`src/rtl/mips_ctrl_pkg.sv`:
```
// rtl/mips_ctrl_pkg.sv - shared opcodes, state encoding and control encodings for the multi-cycle main control
package mips_ctrl_pkg;

    // Instruction opcodes (IR[31:26])
    localparam logic [5:0] OP_RTYPE = 6'b000000;
    localparam logic [5:0] OP_LW    = 6'b100011;
    localparam logic [5:0] OP_SW    = 6'b101011;
    localparam logic [5:0] OP_BEQ   = 6'b000100;
    localparam logic [5:0] OP_ADDI  = 6'b001000;
    localparam logic [5:0] OP_ORI   = 6'b001101;
    localparam logic [5:0] OP_J     = 6'b000010;

    // ALU control unit operation select
    localparam logic [1:0] ALUOP_RTYPE = 2'b00;
    localparam logic [1:0] ALUOP_SUB   = 2'b01;
    localparam logic [1:0] ALUOP_OR    = 2'b10;
    localparam logic [1:0] ALUOP_ADD   = 2'b11;

    // ALU B operand select
    localparam logic [1:0] SRCB_REG    = 2'b00;
    localparam logic [1:0] SRCB_FOUR   = 2'b01;
    localparam logic [1:0] SRCB_IMM    = 2'b10;
    localparam logic [1:0] SRCB_BRANCH = 2'b11;

    // PC source select
    localparam logic [1:0] PCSRC_ALU    = 2'b00;
    localparam logic [1:0] PCSRC_ALUOUT = 2'b01;
    localparam logic [1:0] PCSRC_JUMP   = 2'b10;

    typedef enum logic [3:0] {
        S_FETCH  = 4'd0,
        S_DECODE = 4'd1,
        S_MEMADR = 4'd2,
        S_MEMRD  = 4'd3,
        S_MEMWB  = 4'd4,
        S_MEMWR  = 4'd5,
        S_REXEC  = 4'd6,
        S_RWB    = 4'd7,
        S_BEQ    = 4'd8,
        S_ADDIEX = 4'd9,
        S_ORIEX  = 4'd10,
        S_IMMWB  = 4'd11,
        S_JUMP   = 4'd12,
        S_HALT   = 4'd13
    } state_t;

    // Full set of datapath controls produced by the state decoder
    typedef struct packed {
        logic       pc_en;
        logic       ir_write;
        logic       mem_read;
        logic       mem_write;
        logic       iord;
        logic       reg_write;
        logic       reg_dst;
        logic       mem_to_reg;
        logic       alu_src_a;
        logic [1:0] alu_src_b;
        logic       zero_ext;
        logic [1:0] pc_src;
        logic [1:0] alu_op;
        logic       instr_done;
        logic       fault;
    } ctrl_t;

    // States that hold on a memory handshake and are subject to the timeout
    function automatic logic is_wait_state(input state_t s);
        return (s == S_FETCH) || (s == S_MEMRD) || (s == S_MEMWR);
    endfunction

endpackage

```
`src/rtl/mc_main_control_if.sv`:
```
// rtl/mc_main_control_if.sv - control-to-datapath bundle for the multi-cycle main control
//
// master: the controller (drives enables/muxes, receives opcode/zero/mem_ready)
// slave : the datapath (drives opcode/zero/mem_ready, receives enables/muxes)
interface mc_main_control_if;
    logic [5:0] opcode;
    logic       zero;
    logic       mem_ready;

    logic       pc_en;
    logic       ir_write;
    logic       mem_read;
    logic       mem_write;
    logic       iord;
    logic       reg_write;
    logic       reg_dst;
    logic       mem_to_reg;
    logic       alu_src_a;
    logic [1:0] alu_src_b;
    logic       zero_ext;
    logic [1:0] pc_src;
    logic [1:0] alu_op;
    logic       instr_done;
    logic       fault;

    modport master (
        input  opcode, zero, mem_ready,
        output pc_en, ir_write, mem_read, mem_write, iord, reg_write, reg_dst,
               mem_to_reg, alu_src_a, alu_src_b, zero_ext, pc_src, alu_op,
               instr_done, fault
    );

    modport slave (
        output opcode, zero, mem_ready,
        input  pc_en, ir_write, mem_read, mem_write, iord, reg_write, reg_dst,
               mem_to_reg, alu_src_a, alu_src_b, zero_ext, pc_src, alu_op,
               instr_done, fault
    );
endinterface

```
`src/rtl/mc_ctrl_decode.sv`:
```
// rtl/mc_ctrl_decode.sv - combinational state-to-control decode for the main control FSM
//
// Ports:
//   state     in   current FSM state
//   zero      in   ALU zero flag (qualifies the branch PC load)
//   mem_ready in   memory handshake (qualifies fetch loads and store completion)
//   ctrl      out  all datapath controls for this cycle
module mc_ctrl_decode
    import mips_ctrl_pkg::*;
(
    input  state_t state,
    input  logic   zero,
    input  logic   mem_ready,
    output ctrl_t  ctrl
);

    always_comb begin
        ctrl        = '0;
        ctrl.alu_op = ALUOP_ADD;
        case (state)
            S_FETCH: begin
                // PC+4 is computed every fetch cycle; it only lands when the read completes
                ctrl.mem_read  = 1'b1;
                ctrl.alu_src_b = SRCB_FOUR;
                ctrl.ir_write  = mem_ready;
                ctrl.pc_en     = mem_ready;
            end
            S_DECODE: begin
                // Branch target precomputed while the register file is read
                ctrl.alu_src_b = SRCB_BRANCH;
            end
            S_MEMADR: begin
                ctrl.alu_src_a = 1'b1;
                ctrl.alu_src_b = SRCB_IMM;
            end
            S_MEMRD: begin
                ctrl.mem_read = 1'b1;
                ctrl.iord     = 1'b1;
            end
            S_MEMWB: begin
                ctrl.reg_write  = 1'b1;
                ctrl.mem_to_reg = 1'b1;
                ctrl.instr_done = 1'b1;
            end
            S_MEMWR: begin
                ctrl.mem_write  = 1'b1;
                ctrl.iord       = 1'b1;
                ctrl.instr_done = mem_ready;
            end
            S_REXEC: begin
                ctrl.alu_src_a = 1'b1;
                ctrl.alu_src_b = SRCB_REG;
                ctrl.alu_op    = ALUOP_RTYPE;
            end
            S_RWB: begin
                ctrl.reg_write  = 1'b1;
                ctrl.reg_dst    = 1'b1;
                ctrl.instr_done = 1'b1;
            end
            S_BEQ: begin
                ctrl.alu_src_a  = 1'b1;
                ctrl.alu_src_b  = SRCB_REG;
                ctrl.alu_op     = ALUOP_SUB;
                ctrl.pc_src     = PCSRC_ALUOUT;
                ctrl.pc_en      = zero;
                ctrl.instr_done = 1'b1;
            end
            S_ADDIEX: begin
                ctrl.alu_src_a = 1'b1;
                ctrl.alu_src_b = SRCB_IMM;
            end
            S_ORIEX: begin
                ctrl.alu_src_a = 1'b1;
                ctrl.alu_src_b = SRCB_IMM;
                ctrl.zero_ext  = 1'b1;
                ctrl.alu_op    = ALUOP_OR;
            end
            S_IMMWB: begin
                ctrl.reg_write  = 1'b1;
                ctrl.instr_done = 1'b1;
            end
            S_JUMP: begin
                ctrl.pc_src     = PCSRC_JUMP;
                ctrl.pc_en      = 1'b1;
                ctrl.instr_done = 1'b1;
            end
            S_HALT: begin
                ctrl.fault = 1'b1;
            end
            default: begin
            end
        endcase
    end

endmodule

```
`src/rtl/mc_main_control.sv`:
```
// rtl/mc_main_control.sv - multi-cycle MIPS main control FSM with memory-wait timeout
//
// Ports:
//   clk  in   system clock, rising edge
//   rst  in   synchronous active-high reset
//   bus  master modport of mc_main_control_if:
//        in  opcode, zero, mem_ready
//        out pc_en, ir_write, mem_read, mem_write, iord, reg_write, reg_dst,
//            mem_to_reg, alu_src_a, alu_src_b, zero_ext, pc_src, alu_op,
//            instr_done, fault
// MEM_TIMEOUT: consecutive not-ready cycles tolerated in a wait state before
//              halting with a fault; 0 waits forever.
module mc_main_control
    import mips_ctrl_pkg::*;
#(
    parameter int unsigned MEM_TIMEOUT = 0
) (
    input  logic               clk,
    input  logic               rst,
    mc_main_control_if.master  bus
);

    localparam int CNT_W = (MEM_TIMEOUT < 2) ? 1 : $clog2(MEM_TIMEOUT + 1);

    state_t           state;
    state_t           state_next;
    logic [CNT_W-1:0] wait_cnt;
    logic [CNT_W-1:0] cnt_inc;
    logic             timeout_hit;
    ctrl_t            ctrl;

    // The counter never exceeds MEM_TIMEOUT-1, so cnt_inc cannot wrap when enabled
    assign cnt_inc     = wait_cnt + CNT_W'(1);
    assign timeout_hit = (MEM_TIMEOUT != 0) && (32'(cnt_inc) >= MEM_TIMEOUT);

    always_ff @(posedge clk) begin
        if (rst) begin
            state    <= S_FETCH;
            wait_cnt <= '0;
        end else begin
            state <= state_next;
            if (is_wait_state(state) && !bus.mem_ready && (state_next == state)) begin
                wait_cnt <= cnt_inc;
            end else begin
                wait_cnt <= '0;
            end
        end
    end

    always_comb begin
        state_next = state;
        case (state)
            S_FETCH: begin
                if (bus.mem_ready) begin
                    state_next = S_DECODE;
                end else if (timeout_hit) begin
                    state_next = S_HALT;
                end
            end
            S_DECODE: begin
                case (bus.opcode)
                    OP_LW, OP_SW: state_next = S_MEMADR;
                    OP_RTYPE:     state_next = S_REXEC;
                    OP_BEQ:       state_next = S_BEQ;
                    OP_ADDI:      state_next = S_ADDIEX;
                    OP_ORI:       state_next = S_ORIEX;
                    OP_J:         state_next = S_JUMP;
                    default:      state_next = S_HALT;
                endcase
            end
            S_MEMADR: state_next = (bus.opcode == OP_SW) ? S_MEMWR : S_MEMRD;
            S_MEMRD: begin
                if (bus.mem_ready) begin
                    state_next = S_MEMWB;
                end else if (timeout_hit) begin
                    state_next = S_HALT;
                end
            end
            S_MEMWR: begin
                if (bus.mem_ready) begin
                    state_next = S_FETCH;
                end else if (timeout_hit) begin
                    state_next = S_HALT;
                end
            end
            S_REXEC:  state_next = S_RWB;
            S_ADDIEX: state_next = S_IMMWB;
            S_ORIEX:  state_next = S_IMMWB;
            S_MEMWB, S_RWB, S_BEQ, S_IMMWB, S_JUMP: state_next = S_FETCH;
            S_HALT:   state_next = S_HALT;
            default:  state_next = S_HALT;
        endcase
    end

    mc_ctrl_decode u_decode (
        .state     (state),
        .zero      (bus.zero),
        .mem_ready (bus.mem_ready),
        .ctrl      (ctrl)
    );

    // Side-effecting strobes are suppressed while reset is held so a reset
    // arriving mid-instruction cannot commit a write or start a memory access
    always_comb begin
        bus.pc_en      = ctrl.pc_en      & ~rst;
        bus.ir_write   = ctrl.ir_write   & ~rst;
        bus.mem_read   = ctrl.mem_read   & ~rst;
        bus.mem_write  = ctrl.mem_write  & ~rst;
        bus.reg_write  = ctrl.reg_write  & ~rst;
        bus.instr_done = ctrl.instr_done & ~rst;
        bus.iord       = ctrl.iord;
        bus.reg_dst    = ctrl.reg_dst;
        bus.mem_to_reg = ctrl.mem_to_reg;
        bus.alu_src_a  = ctrl.alu_src_a;
        bus.alu_src_b  = ctrl.alu_src_b;
        bus.zero_ext   = ctrl.zero_ext;
        bus.pc_src     = ctrl.pc_src;
        bus.alu_op     = ctrl.alu_op;
        bus.fault      = ctrl.fault;
    end

endmodule

```
`src/flat_wrapper.sv`:
```
// flat-port wrapper written by rule: the top's interface ports become plain ports
module mc_main_control_flat import mips_ctrl_pkg::*;
#(
    parameter int unsigned MEM_TIMEOUT = 0
)
  (clk, rst, bus_opcode, bus_zero, bus_mem_ready, bus_pc_en, bus_ir_write, bus_mem_read, bus_mem_write, bus_iord, bus_reg_write, bus_reg_dst, bus_mem_to_reg, bus_alu_src_a, bus_alu_src_b, bus_zero_ext, bus_pc_src, bus_alu_op, bus_instr_done, bus_fault);
  mc_main_control_if bus_i ();
  input  logic clk;
  input  logic rst;
  input wire logic [$bits(bus_i.opcode)-1:0] bus_opcode;
  input wire logic [$bits(bus_i.zero)-1:0] bus_zero;
  input wire logic [$bits(bus_i.mem_ready)-1:0] bus_mem_ready;
  output wire logic [$bits(bus_i.pc_en)-1:0] bus_pc_en;
  output wire logic [$bits(bus_i.ir_write)-1:0] bus_ir_write;
  output wire logic [$bits(bus_i.mem_read)-1:0] bus_mem_read;
  output wire logic [$bits(bus_i.mem_write)-1:0] bus_mem_write;
  output wire logic [$bits(bus_i.iord)-1:0] bus_iord;
  output wire logic [$bits(bus_i.reg_write)-1:0] bus_reg_write;
  output wire logic [$bits(bus_i.reg_dst)-1:0] bus_reg_dst;
  output wire logic [$bits(bus_i.mem_to_reg)-1:0] bus_mem_to_reg;
  output wire logic [$bits(bus_i.alu_src_a)-1:0] bus_alu_src_a;
  output wire logic [$bits(bus_i.alu_src_b)-1:0] bus_alu_src_b;
  output wire logic [$bits(bus_i.zero_ext)-1:0] bus_zero_ext;
  output wire logic [$bits(bus_i.pc_src)-1:0] bus_pc_src;
  output wire logic [$bits(bus_i.alu_op)-1:0] bus_alu_op;
  output wire logic [$bits(bus_i.instr_done)-1:0] bus_instr_done;
  output wire logic [$bits(bus_i.fault)-1:0] bus_fault;
  assign bus_i.opcode = bus_opcode;
  assign bus_i.zero = bus_zero;
  assign bus_i.mem_ready = bus_mem_ready;
  assign bus_pc_en = bus_i.pc_en;
  assign bus_ir_write = bus_i.ir_write;
  assign bus_mem_read = bus_i.mem_read;
  assign bus_mem_write = bus_i.mem_write;
  assign bus_iord = bus_i.iord;
  assign bus_reg_write = bus_i.reg_write;
  assign bus_reg_dst = bus_i.reg_dst;
  assign bus_mem_to_reg = bus_i.mem_to_reg;
  assign bus_alu_src_a = bus_i.alu_src_a;
  assign bus_alu_src_b = bus_i.alu_src_b;
  assign bus_zero_ext = bus_i.zero_ext;
  assign bus_pc_src = bus_i.pc_src;
  assign bus_alu_op = bus_i.alu_op;
  assign bus_instr_done = bus_i.instr_done;
  assign bus_fault = bus_i.fault;
  mc_main_control #(.MEM_TIMEOUT(MEM_TIMEOUT)) u_core (.clk(clk), .rst(rst), .bus(bus_i));
endmodule
```
`config.mk`:
```
export PLATFORM = sky130hd
export DESIGN_NAME = mc_main_control_flat
export DESIGN_NICKNAME = d
export VERILOG_FILES = /design/src/rtl/mips_ctrl_pkg.sv /design/src/rtl/mc_main_control_if.sv /design/src/rtl/mc_ctrl_decode.sv /design/src/rtl/mc_main_control.sv /design/src/flat_wrapper.sv
export SDC_FILE = /design/constraint.sdc
export NUM_CORES = 1
export LEC_CHECK = 0
export CAP_MARGIN = 20
export CORE_MARGIN = 2
export CORE_UTILIZATION = 29
export DETAILED_ROUTE_END_ITERATION = 16
export GPL_TIMING_DRIVEN = 0
export PLACE_DENSITY = 0.63
export SETUP_SLACK_MARGIN = 0.1
export SLEW_MARGIN = 5
export SYNTH_ARGS = -nofsm -noshare
export SYNTH_HDL_FRONTEND = slang
export SYNTH_HIERARCHICAL = 1
export SYNTH_SLANG_ARGS = --single-unit
export TNS_END_PERCENT = 20
```
`constraint.sdc`:
```
create_clock -name clk -period 3.7 [get_ports clk]
set_input_delay 0.37 -clock clk [delete_from_list [all_inputs] [get_ports clk]]
set_output_delay 0.37 -clock clk [all_outputs]
set_load 0.01 [all_outputs]
```
# Yosys cells after proc, flatten, opt, wreduce, memory -nomap -nowiden

Index checks and enable logic that the tools add are counted.

Register bits after elaboration: 4
Input bits: 10
Output and inout port bits: 18
Logic and storage cells: 62

Reductions and logical operators: 11
Multiplexer cells: 21
Equality and inequality tests: 22
Bitwise logic cells: 7

Operators with widths:

| operator             | number |
|---|---|
| $pmux W4 S8          | 1 |
| $eq A4 B4 Y1 const B | 6 |
| $pmux W4 S6          | 1 |
| $eq A4 B3 Y1 const B | 4 |
| $eq A6 B4 Y1 const B | 2 |
| $eq A6 B6 Y1 const B | 2 |
| $mux W4              | 3 |
| $pmux W2 S3          | 2 |
| $mux W1              | 10 |
| $reduce_or A5 Y1     | 2 |
| $eq A4 B2 Y1 const B | 2 |
| $reduce_or A2 Y1     | 4 |
| $and A1 B1 Y1        | 6 |
| $eq A6 B2 Y1 const B | 1 |
| $eq A6 B3 Y1 const B | 1 |
| $logic_not A6 Y1     | 1 |
| $ne A2 B2 Y1 const B | 3 |
| $reduce_or A3 Y1     | 2 |
| $eq A4 B1 Y1 const B | 1 |
| $logic_not A4 Y1     | 1 |
| $pmux W2 S2          | 1 |
| $mux W3              | 1 |
| $pmux W1 S3          | 1 |
| $reduce_and A3 Y1    | 1 |
| other kinds (2)      | 2 |

# Logic depth before layout (Yosys ltp)

Gate-level depths: netlist of run 1.

Word-level depth: 4
Gate-level depth with buffers: 5
Depth with buffers taken out: 4

# Modules after synthesis

The synthesis of run 1 kept the hierarchy.

By module, submodules not included:

| module          | area each (um2) | cells an instance | instances |
|---|---|---|---|
| mc_main_control | 535.5           | 73                | 1 |
| mc_ctrl_decode  | 219.0           | 39                | 1 |

# Worst setup path before layout of run 1

OpenSTA, ideal clock, no wires.

Kind: reg-to-output
From: register u_core.state[0]
To: output bus_mem_read
Stages on the path, launching flop included: 6
Slack: 2282 ps
Required time: 3330 ps
Arrival time: 1048 ps
Cells stage by stage: dfxtp_1 buf_4 nand2b_1 nand2_1 nor3_1 nor2b_1

RTL lines:

| item                   | RTL line              | RTL |
|---|---|---|
| start, declared        | mc_main_control.sv:25 | `state_t state;` |
| start signal, assigned | mc_main_control.sv:41 | `state <= state_next;` |
| end, declared          | flat_wrapper.sv:15    | `output wire logic [$bits(bus_i.mem_read)-1:0] bus_mem_read;` |

==> results of run 1 <==
-- synthesized netlist by cell type (2+ instances only) --
cell type / instances
buf_2: 5
nand2_1: 10
nand3_1: 2
buf_4: 3
o21ai_0: 4
buf_6: 2
a21oi_1: 5
nor3_1: 5
xnor2_1: 3
o22ai_1: 3
and3_1: 2
mux2i_1: 2
or2_1: 2
dfxtp_1: 4
inv_1: 3
o211ai_1: 2
nand2b_1: 7
a31oi_1: 2
nor2b_1: 7
o31a_1: 2
nor4_1: 4
nor2_1: 11
a21o_1: 2
-- stage by stage --
step,total power (W),cell area (um^2)
global placement,0.000710,1050
detailed placement,0.000727,1050
finish,0.000786,1070
global route,0.000856,1070
floorplan,0.000509,754
CTS,0.000789,1070
-- layout make-up --
class	instances	share of cell area
multi-input cells	94	0.548
repair buffers	26	0.242
flip-flops and latches	4	0.0745
plain buffers	11	0.0687
well taps	30	0.0349
clock buffers	3	0.0210
inverters	3	0.0105
-- logic make-up after synthesis --
logic type,synth area share
xor+xnor,0.0464
mux,0.0265
buf+inv,0.113
simple gates,0.393
flops,0.106
compound gates,0.315
-- metal layers --
metal / track usage / share of wire
met5: 0 / 0
met3: 0 / 0.060
met1: 0.199 / 0.43
met4: 0.0732 / 0.012
met2: 0.282 / 0.49
-- power by group --
part / internal (W) / leakage [nW] / switching [W]
logic: 0.000322 / 0.346 / 0.000320
registers: 0.0000628 / 0.0330 / 0.0000230
clock network: 0.0000365 / 0.0138 / 0.0000210
total: 0.000421 / 0.393 / 0.000364
-- worst max-delay path: stages, from the launching register on --
cell and delay (ns):
dfxtp_1 0.35, buf_4 0.18, nand2b_1 0.21, nand2_1 0.10, o22ai_1 0.12, nor2b_1 0.15, clkdlybuf4s50_1 0.54
-- worst min path at each step --
stage	slack, ns	cells past startpoint	startpoint	end
global placement	0.71	3	u_core/state[0]$_SDFFE_PP0P_	u_core/state[1]$_SDFFE_PP0P_
floorplan	0.57	3	rst	u_core/state[0]$_SDFFE_PP0P_
global route	0.64	4	bus_opcode[2]	u_core/state[1]$_SDFFE_PP0P_
detailed placement	0.71	3	u_core/state[0]$_SDFFE_PP0P_	u_core/state[1]$_SDFFE_PP0P_
finish	0.60	4	bus_opcode[2]	u_core/state[1]$_SDFFE_PP0P_
CTS	0.59	4	bus_opcode[2]	u_core/state[1]$_SDFFE_PP0P_
==> results_dict.tcl, run 1 <==
set metrics [dict create \
    run_status "completed" \
    ys_ff_latch 4 \
    ffs_w_async_s_r_synth 0 \
    critPathMaxFanout 10 \
    clock_tree.root_cell "clkbuf_4" \
    worstSetupStartpoint "u_core/state[0]$_SDFFE_PP0P_" \
    core_area_um2 2480 \
    route.vias.total 923 \
    pre_cts_slack_ns 1.45 \
    min_period_ns 2.27 \
    synthCells 112 \
    hold_viol 0 \
    clock_skew_ns 0.00783 \
    yosys_most_used_dff "dfxtp_1" \
    synth_sequential_area_ratio 0.106 \
    cts_buffer_depth 2 \
    reg.largest.list "u_core/state: 4 flops" \
    ir_worst_vdd_mv 0.317 \
    layout.cells.most_common_list "26 x clkdlybuf4s50_1, 11 x nor2_1, 10 x nand2_1" \
    synthDominantAreaCellType "dfxtp_1" \
    worst_hold_path_type "input port to flop" \
    synth_edf_count 0 \
    yosys_warnings 6 \
    std_cell_rows 18 \
    gp_congestion 0.776 \
    drt-wirelength-per-cell_um 13.0 \
    first_global_vias 814 \
    timing.reg2reg.setup_slack_ns 2.20 \
    globalRouteOverflowTotal 0 \
    worst_hold_slack_ns 0.605 \
    criticalPathCategory "flop to output port" \
    grt_setup_unrepaired "false" \
    first_pass_grt_wire_length_mm 3.53 \
    postRouteAntennaNets 0 \
    post_drt_via_cell_ratio 5.40 \
    layout-drive-gt1-share 0.121 \
    netlist_area_um2 754 \
    max_slew_margin 0.663 \
    regToRegStartpoint "u_core/state[1]$_SDFFE_PP0P_" \
    hpwlAfterDp_mm 1.69 \
    leakage_nw 0.393 \
    syn_nets 122 \
    area_delta_synth_final_pct 42.5 \
    synthTopCellsByArea "dfxtp_1 11%, nand2b_1 5.8%, nor2b_1 5.8%" \
    avgSynthCellArea_um2 6.74 \
    endpoint "bus_reg_write" \
    regToRegEndpoint "u_core/state[3]$_SDFFE_PP0P_" \
    cellPowerDensity_nw_per_um2 731 \
    clock.fmax_mhz 440 \
    slew_violations 0 \
    post-route-period-util 0.614 \
    design.die.area_um2 3030 \
    grtUsageTotal 0.158 \
    htreeDepth 1 \
    cts.sink_count 4 \
    clk_latency_ns 0.25 \
    worstMarginPinSlew_ns 0.506 \
    fraction_of_post_synthesis_cell_area_in_the_top_cell_type_by_area 0.106 \
    hold_fix_buffer_count_after_cts 0 \
    drt_first_iter_violations 36 \
    instances_no_fill 171 \
    final.setup.tns_ns 0 \
    antenna_cells 0 \
    largest-register "u_core/state" \
    floorplan.initialDensity 0.305 \
    critical_path_required_ns 3.33 \
    antenna_violations_before_repair 0 \
    setup.worst_path.start_class "flop" \
    design.portCount 28 \
    cp_data_arrival_time_ns 1.90 \
    wirelength_mm 2.22 \
    final_critical_path_setup_slack_ns 1.43 \
    largest_reg_flops 4 \
    die_h_um 55.0 \
    worst_setup_path_end_kind "output port" \
    final_common_cell "clkdlybuf4s50_1" \
    placed_cells 168 \
    ys_types 43 \
    numCtsBuffers 3 \
    remaining_drc_errors 0 \
    fillerInstances 270 \
    die_width_um 55.0 \
    ff2ff_path_depth 5 \
    finish.utilization 0.434 \
    tritoncts "done" \
    post_cts_resized 0 \
    num-nets-final 153 \
    post_cts.repair.setup_buffers 0 \
    setup_viol 0 \
    area_occupied_by_multi_input_gates_um2 589 \
    pin_count_of_the_biggest_net_entering_global_routing 11 \
    area.sequential_um2 80.1 \
    portBuffers 26 \
    first_pass_iters 4 \
    clkSlewWorstSetupHoldPaths_ns 0.04 \
    max_cap_viols 0 \
]
(Power assumes the default switching activity.)
==> run 2, diff against run 1 <==
==> constraint.sdc (replaced) <==
create_clock -name clk -period 2.27 [get_ports clk]
set_input_delay 0.227 -clock clk [delete_from_list [all_inputs] [get_ports clk]]
set_output_delay 0.227 -clock clk [all_outputs]
set_load 0.01 [all_outputs]
==> results_dict.tcl, run 2 (same netlist as run 1, synthesis figures left out) <==
set metrics [dict create \
    run_status "completed" \
    crit_path_depth 6 \
    floorplan.initialDensity 0.305 \
    slew_violations 0 \
    gp_congestion 0.776 \
    netSwitchingFraction 0.460 \
    clock_power_share 0.073 \
    placed_cells 168 \
    clock.fmax_mhz 482 \
    post_drt_via_cell_ratio 5.50 \
    cpLargestDelayFamily "buffers and inverters" \
    design.die.area_um2 3030 \
    antenna_violations_before_repair 0 \
    num-nets-final 153 \
    core_area_um2 2480 \
    power.switching_w 0.000596 \
    hpwlAfterDp_mm 1.69 \
    clkSlewWorstSetupHoldPaths_ns 0.04 \
    power.share.combinational 0.816 \
    area_delta_synth_final_pct 43.8 \
    endpoint "bus_reg_write" \
    cts.sink_count 4 \
    final_common_cell "clkdlybuf4s50_1" \
    cts_buffer_depth 2 \
    timing.critical_path.buf_inv 2 \
    design.portCount 28 \
    die_width_um 55.0 \
    pin_count_of_the_biggest_net_entering_global_routing 11 \
    cp_data_arrival_time_ns 1.85 \
    busiest_layer "met2" \
    regToRegStartpoint "u_core/state[0]$_SDFFE_PP0P_" \
    hold_fix_buffer_count_after_cts 0 \
    post-route-period-util 0.914 \
    intPower_w 0.000700 \
    regToRegEndpoint "u_core/state[3]$_SDFFE_PP0P_" \
    critPathMaxFanout 10 \
    critical_path_required_ns 2.04 \
    instances_no_fill 171 \
    route.vias.total 941 \
    cellPowerDensity_nw_per_um2 1190 \
    first_pass_grt_wire_length_mm 3.53 \
    drt_first_iter_violations 36 \
    crit_path_cell_trace "buf_4 -> nand2b_2 -> nand2_1 -> o22ai_1 -> nor2b_1 -> clkdlybuf4s50_1" \
    grt_use_met2 0.282 \
    criticalPathCategory "flop to output port" \
    power.share.sequential 0.112 \
    grtUsageTotal 0.158 \
    setup.worst_path.start_class "flop" \
    first_global_vias 814 \
    reg.largest.list "u_core/state: 4 flops" \
    timing.reg2reg.setup_slack_ns 0.82 \
    layout-drive-gt1-share 0.142 \
    first_pass_iters 4 \
    grt_use_met3 0 \
    wirelength_mm 2.21 \
    postRouteAntennaNets 0 \
    numCtsBuffers 3 \
    grt_setup_unrepaired "true" \
    drt-wirelength-per-cell_um 12.9 \
    post_cts_resized 0 \
    remaining_drc_errors 0 \
    grtUsageMet1 0.199 \
    portBuffers 26 \
    worst_setup_path_end_kind "output port" \
    worstMarginPinSlew_ns 0.505 \
    largest_reg_flops 4 \
    std_cell_rows 18 \
    max_slew_margin 0.663 \
    globalRouteOverflowTotal 0 \
    leakage_nw 0.393 \
    antenna_cells 0 \
    critical-path-max-stage-delay_ns 0.54 \
    htreeDepth 1 \
    clock_tree.root_cell "clkbuf_4" \
    worstSetupStartpoint "u_core/state[0]$_SDFFE_PP0P_" \
    ir_worst_vdd_mv 0.518 \
    post_cts.repair.setup_buffers 0 \
    layout.cells.most_common_list "26 x clkdlybuf4s50_1, 11 x nor2_1, 10 x nand2_1" \
    cpMaxStageDelayCell "clkdlybuf4s50_1" \
    clk_latency_ns 0.25 \
    min_period_ns 2.07 \
    ff2ff_path_depth 5 \
    tritoncts "done" \
    largest-register "u_core/state" \
    final.setup.tns_ns 0 \
    fillerInstances 267 \
    max_cap_viols 0 \
    clock_skew_ns 0.00733 \
    setup_viol 0 \
    worst_hold_path_type "input port to flop" \
    hold_viol 0 \
    die_h_um 55.0 \
]
## run 2: layer usage
metal  part of all wire  vias to the layer above
li1                   -                      469
met1               0.42                      422
met2               0.49                       48
met3              0.071                        2
met4              0.013                        0
met5                  0                        -
## run 2: worst min path at each step
stage | start | to | depth (start not counted)
2_1_floorplan | rst | u_core/state[0]$_SDFFE_PP0P_ | 3
3_3_place_gp | u_core/state[0]$_SDFFE_PP0P_ | u_core/state[1]$_SDFFE_PP0P_ | 3
3_5_place_dp | u_core/state[0]$_SDFFE_PP0P_ | u_core/state[1]$_SDFFE_PP0P_ | 3
4_1_cts | bus_opcode[2] | u_core/state[1]$_SDFFE_PP0P_ | 4
5_1_grt | bus_opcode[2] | u_core/state[1]$_SDFFE_PP0P_ | 4
6_report | bus_opcode[2] | u_core/state[1]$_SDFFE_PP0P_ | 4
## run 2: power groups by stage
stage	clock (W)	sequential, W	combinational (W)
after floorplan	0	0.000130	0.000700
after global placement	0	0.000138	0.00102
after detailed placement	0	0.000141	0.00104
after CTS	0.0000968	0.000141	0.00105
after global routing	0.0000964	0.000152	0.00116
final	0.0000941	0.000145	0.00106
## run 2: metrics by stage
| step | hold WS [ns] | setup WS, ns | area [um^2] | total power, W | utilization |
|---|---|---|---|---|---|
| after detailed placement | 0.707 | 0.307 | 1050 | 0.00119 | 0.425 |
| after floorplan | 0.425 | 0.961 | 754 | 0.000830 | - |
| after global placement | 0.708 | 0.345 | 1050 | 0.00116 | 0.425 |
| after CTS | 0.451 | 0.133 | 1070 | 0.00129 | 0.434 |
| final | 0.475 | 0.196 | 1080 | 0.00130 | 0.438 |
| after global routing | 0.491 | 0.0570 | 1080 | 0.00141 | 0.438 |
## run 2: area by class of cell
class	instances	area (um^2)	area share
multi-input combinational	94	592	0.546
timing repair buffer	26	260	0.240
sequential	4	82.6	0.0761
buffer	11	78.8	0.0727
tap	30	37.5	0.0346
clock buffer	3	22.5	0.0208
inverter	3	11.3	0.0104
## run 2: worst register-to-register path: cells and delay by family, from the launching register on
family,cells,cell delay [ns]
DFF,1,0.35
buffers and inverters,1,0.22
xor gates and xnor gates,1,0.31
AOI/OAI and AO/OA,3,0.44
==> RTL edit (config.mk and constraints of run 1) <==
Make the reset (`rst`) asynchronous in one clocked block. Comments in the files are not updated.
--- a/src/rtl/mc_main_control.sv
+++ b/src/rtl/mc_main_control.sv
@@ -34,5 +34,5 @@
     assign timeout_hit = (MEM_TIMEOUT != 0) && (32'(cnt_inc) >= MEM_TIMEOUT);
 
-    always_ff @(posedge clk) begin
+    always_ff @(posedge clk or posedge rst) begin
         if (rst) begin
             state    <= S_FETCH;
Behaviour: differs if rst is asserted again (counterexample within 4 cycles, from zero or initial values and one cycle with rst high); with rst held inactive, the same outputs for 10 cycles.
==> RTL edit against run 1 <==
Total power shrank 5.7%; worst setup slack worse by 0.072 ns; synthesized area shrank 1.8%; non-clock buffer count down 2; fmax fell by 3.1%; die area decreased by 1.7%; worst hold slack got worse by 0.084 ns; count of clock-buffer cells in the layout stayed put; via count decreased by 7.3%; synthesized cell count decreased by 6.3%; wire length is 11% lower; core utilization is 0.16 points lower; largest cell class unchanged; sequential cell count is the same; final area shrank 1.3%; critical path type unchanged.
==> RTL edit: results (changes against run 1) <==
status: "finished clean"
skew_ns: 0.00596  # -0.00187 ns
synth-seq-area-share_pct: 13.5  # +2.9 points
largest_reg_flops: 4  # unchanged
netlist_top_cells_count: "nor2_1, nand2_1, nor3_1, nor2b_1"
vias: 856  # -7.3%
fillCellCount: 274  # +1.5%
antenna_found_initial: 0  # unchanged
drive_above_1_share_pct: 10.4  # -1.6 points
diodes: 0  # unchanged
cts_buffer_depth: 2  # unchanged
dp_hpwl_um: 1570  # -7.0%
io_buffer_count: 26  # unchanged
ys_top_cells_by_area: "dfrtp_1, nor2b_1, mux2i_1"
via_per_inst: 5.22  # -3.3%
ys_types: 38  # -12%
globalplace.congestion: 0.802  # +3.3%
wl_um: 1980  # -11%
arrival_ns: 1.97  # +0.07 ns
hold_class: "in2async"
place_inst: 161  # -4.2%
grt_pass1_vias: 723  # -11%
async_flop_share_pct: 100  # +100 points
drtIter0Drc: 21  # -42%
ir_worst_vdd_uv: 334  # +5.5%
grt_first_pass_wirelength_um: 3170  # -10%
placed_area_mm2: 0.00104  # -1.3%
track_usage_pct: 14.5  # -1.3 points
postSynthCellCount: 105  # -6.3%
worstSkewPairLatency_ns: 0.23  # -0.02 ns
leakagePower_uw: 0.000422  # +7.6%
final_net_count: 146  # -4.6%
syn_nets: 115  # -5.7%
slew-limit-headroom_pct: 67.7  # +1.4 points
## RTL edit: worst paths after layout
| check | start | to | slack (ns) | cells past startpoint |
|---|---|---|---|---|
| worst max-delay path | u_core/state[3] | bus_reg_write | 1.36 | 5 |
| worst min-delay path | rst | u_core/state[0] | 0.52 | 2 |
| worst max register to register | u_core/state[1] | u_core/state[0] | 1.90 | 5 |
| worst min register to register | u_core/state[0] | u_core/state[0] | 0.73 | 2 |
| max in group asynchronous | rst | u_core/state[2] | 3.02 | 2 |
| min in group clk | u_core/state[0] | u_core/state[0] | 0.73 | 2 |
## RTL edit: cells by family after synthesis
group | count (synthesis) | share of synthesized area (%)
AO/OA/AOI/OAI | 27 | 24.7
XOR/XNOR | 3 | 3.55
buffers and inverters | 13 | 8.95
flip-flops | 4 | 13.5
multiplexers | 5 | 6.93
AND/OR/NAND/NOR | 53 | 42.4
## RTL edit: worst max-delay path: stages, from the launching register on
cell and delay (ns):
dfrtp_1 0.45, buf_2 0.21, nand2b_1 0.24, o22ai_1 0.15, nor2b_1 0.15, clkdlybuf4s50_1 0.55
## RTL edit: final cells by class
| cell class | instances | area (µm²) | share of cell area (%) |
|---|---|---|---|
| Tap cell | 30 | 37.5 | 3.54 |
| Buffer | 9 | 51.3 | 4.83 |
| Clock buffer | 3 | 22.5 | 2.12 |
| Sequential cell | 4 | 100 | 9.43 |
| Multi-Input combinational cell | 88 | 574 | 54.1 |
| Inverter | 4 | 15.0 | 1.42 |
| Timing Repair Buffer | 26 | 260 | 24.5 |
## RTL edit: where the power goes
part | switching, µW | internal [µW] | total [µW]
Combinational | 301 | 294 | 595
Clock | 16.4 | 36.2 | 52.6
Sequential | 27.6 | 65.6 | 93.1
Total | 345 | 395 | 741
## RTL edit: per-stage QoR
step	util (%)	power, µW	hold slack (ns)	setup WS [ns]
after floorplan	-	481	0.136	2.14
after global placement	42.3	677	0.730	1.38
after detailed placement	42.3	685	0.720	1.38
after CTS	43.2	743	0.532	1.35
after global routing	43.2	809	0.583	1.22
final	43.2	741	0.521	1.36
## RTL edit: layer usage
layer / vias to the layer above / track usage (%) / wire, µm
met4: 0 / 5.00 / 0
met1: 388 / 17.1 / 882
li1: 442 / - / -
met5: - / 0 / 0
met3: 0 / 1.64 / 107
met2: 26 / 26.9 / 989
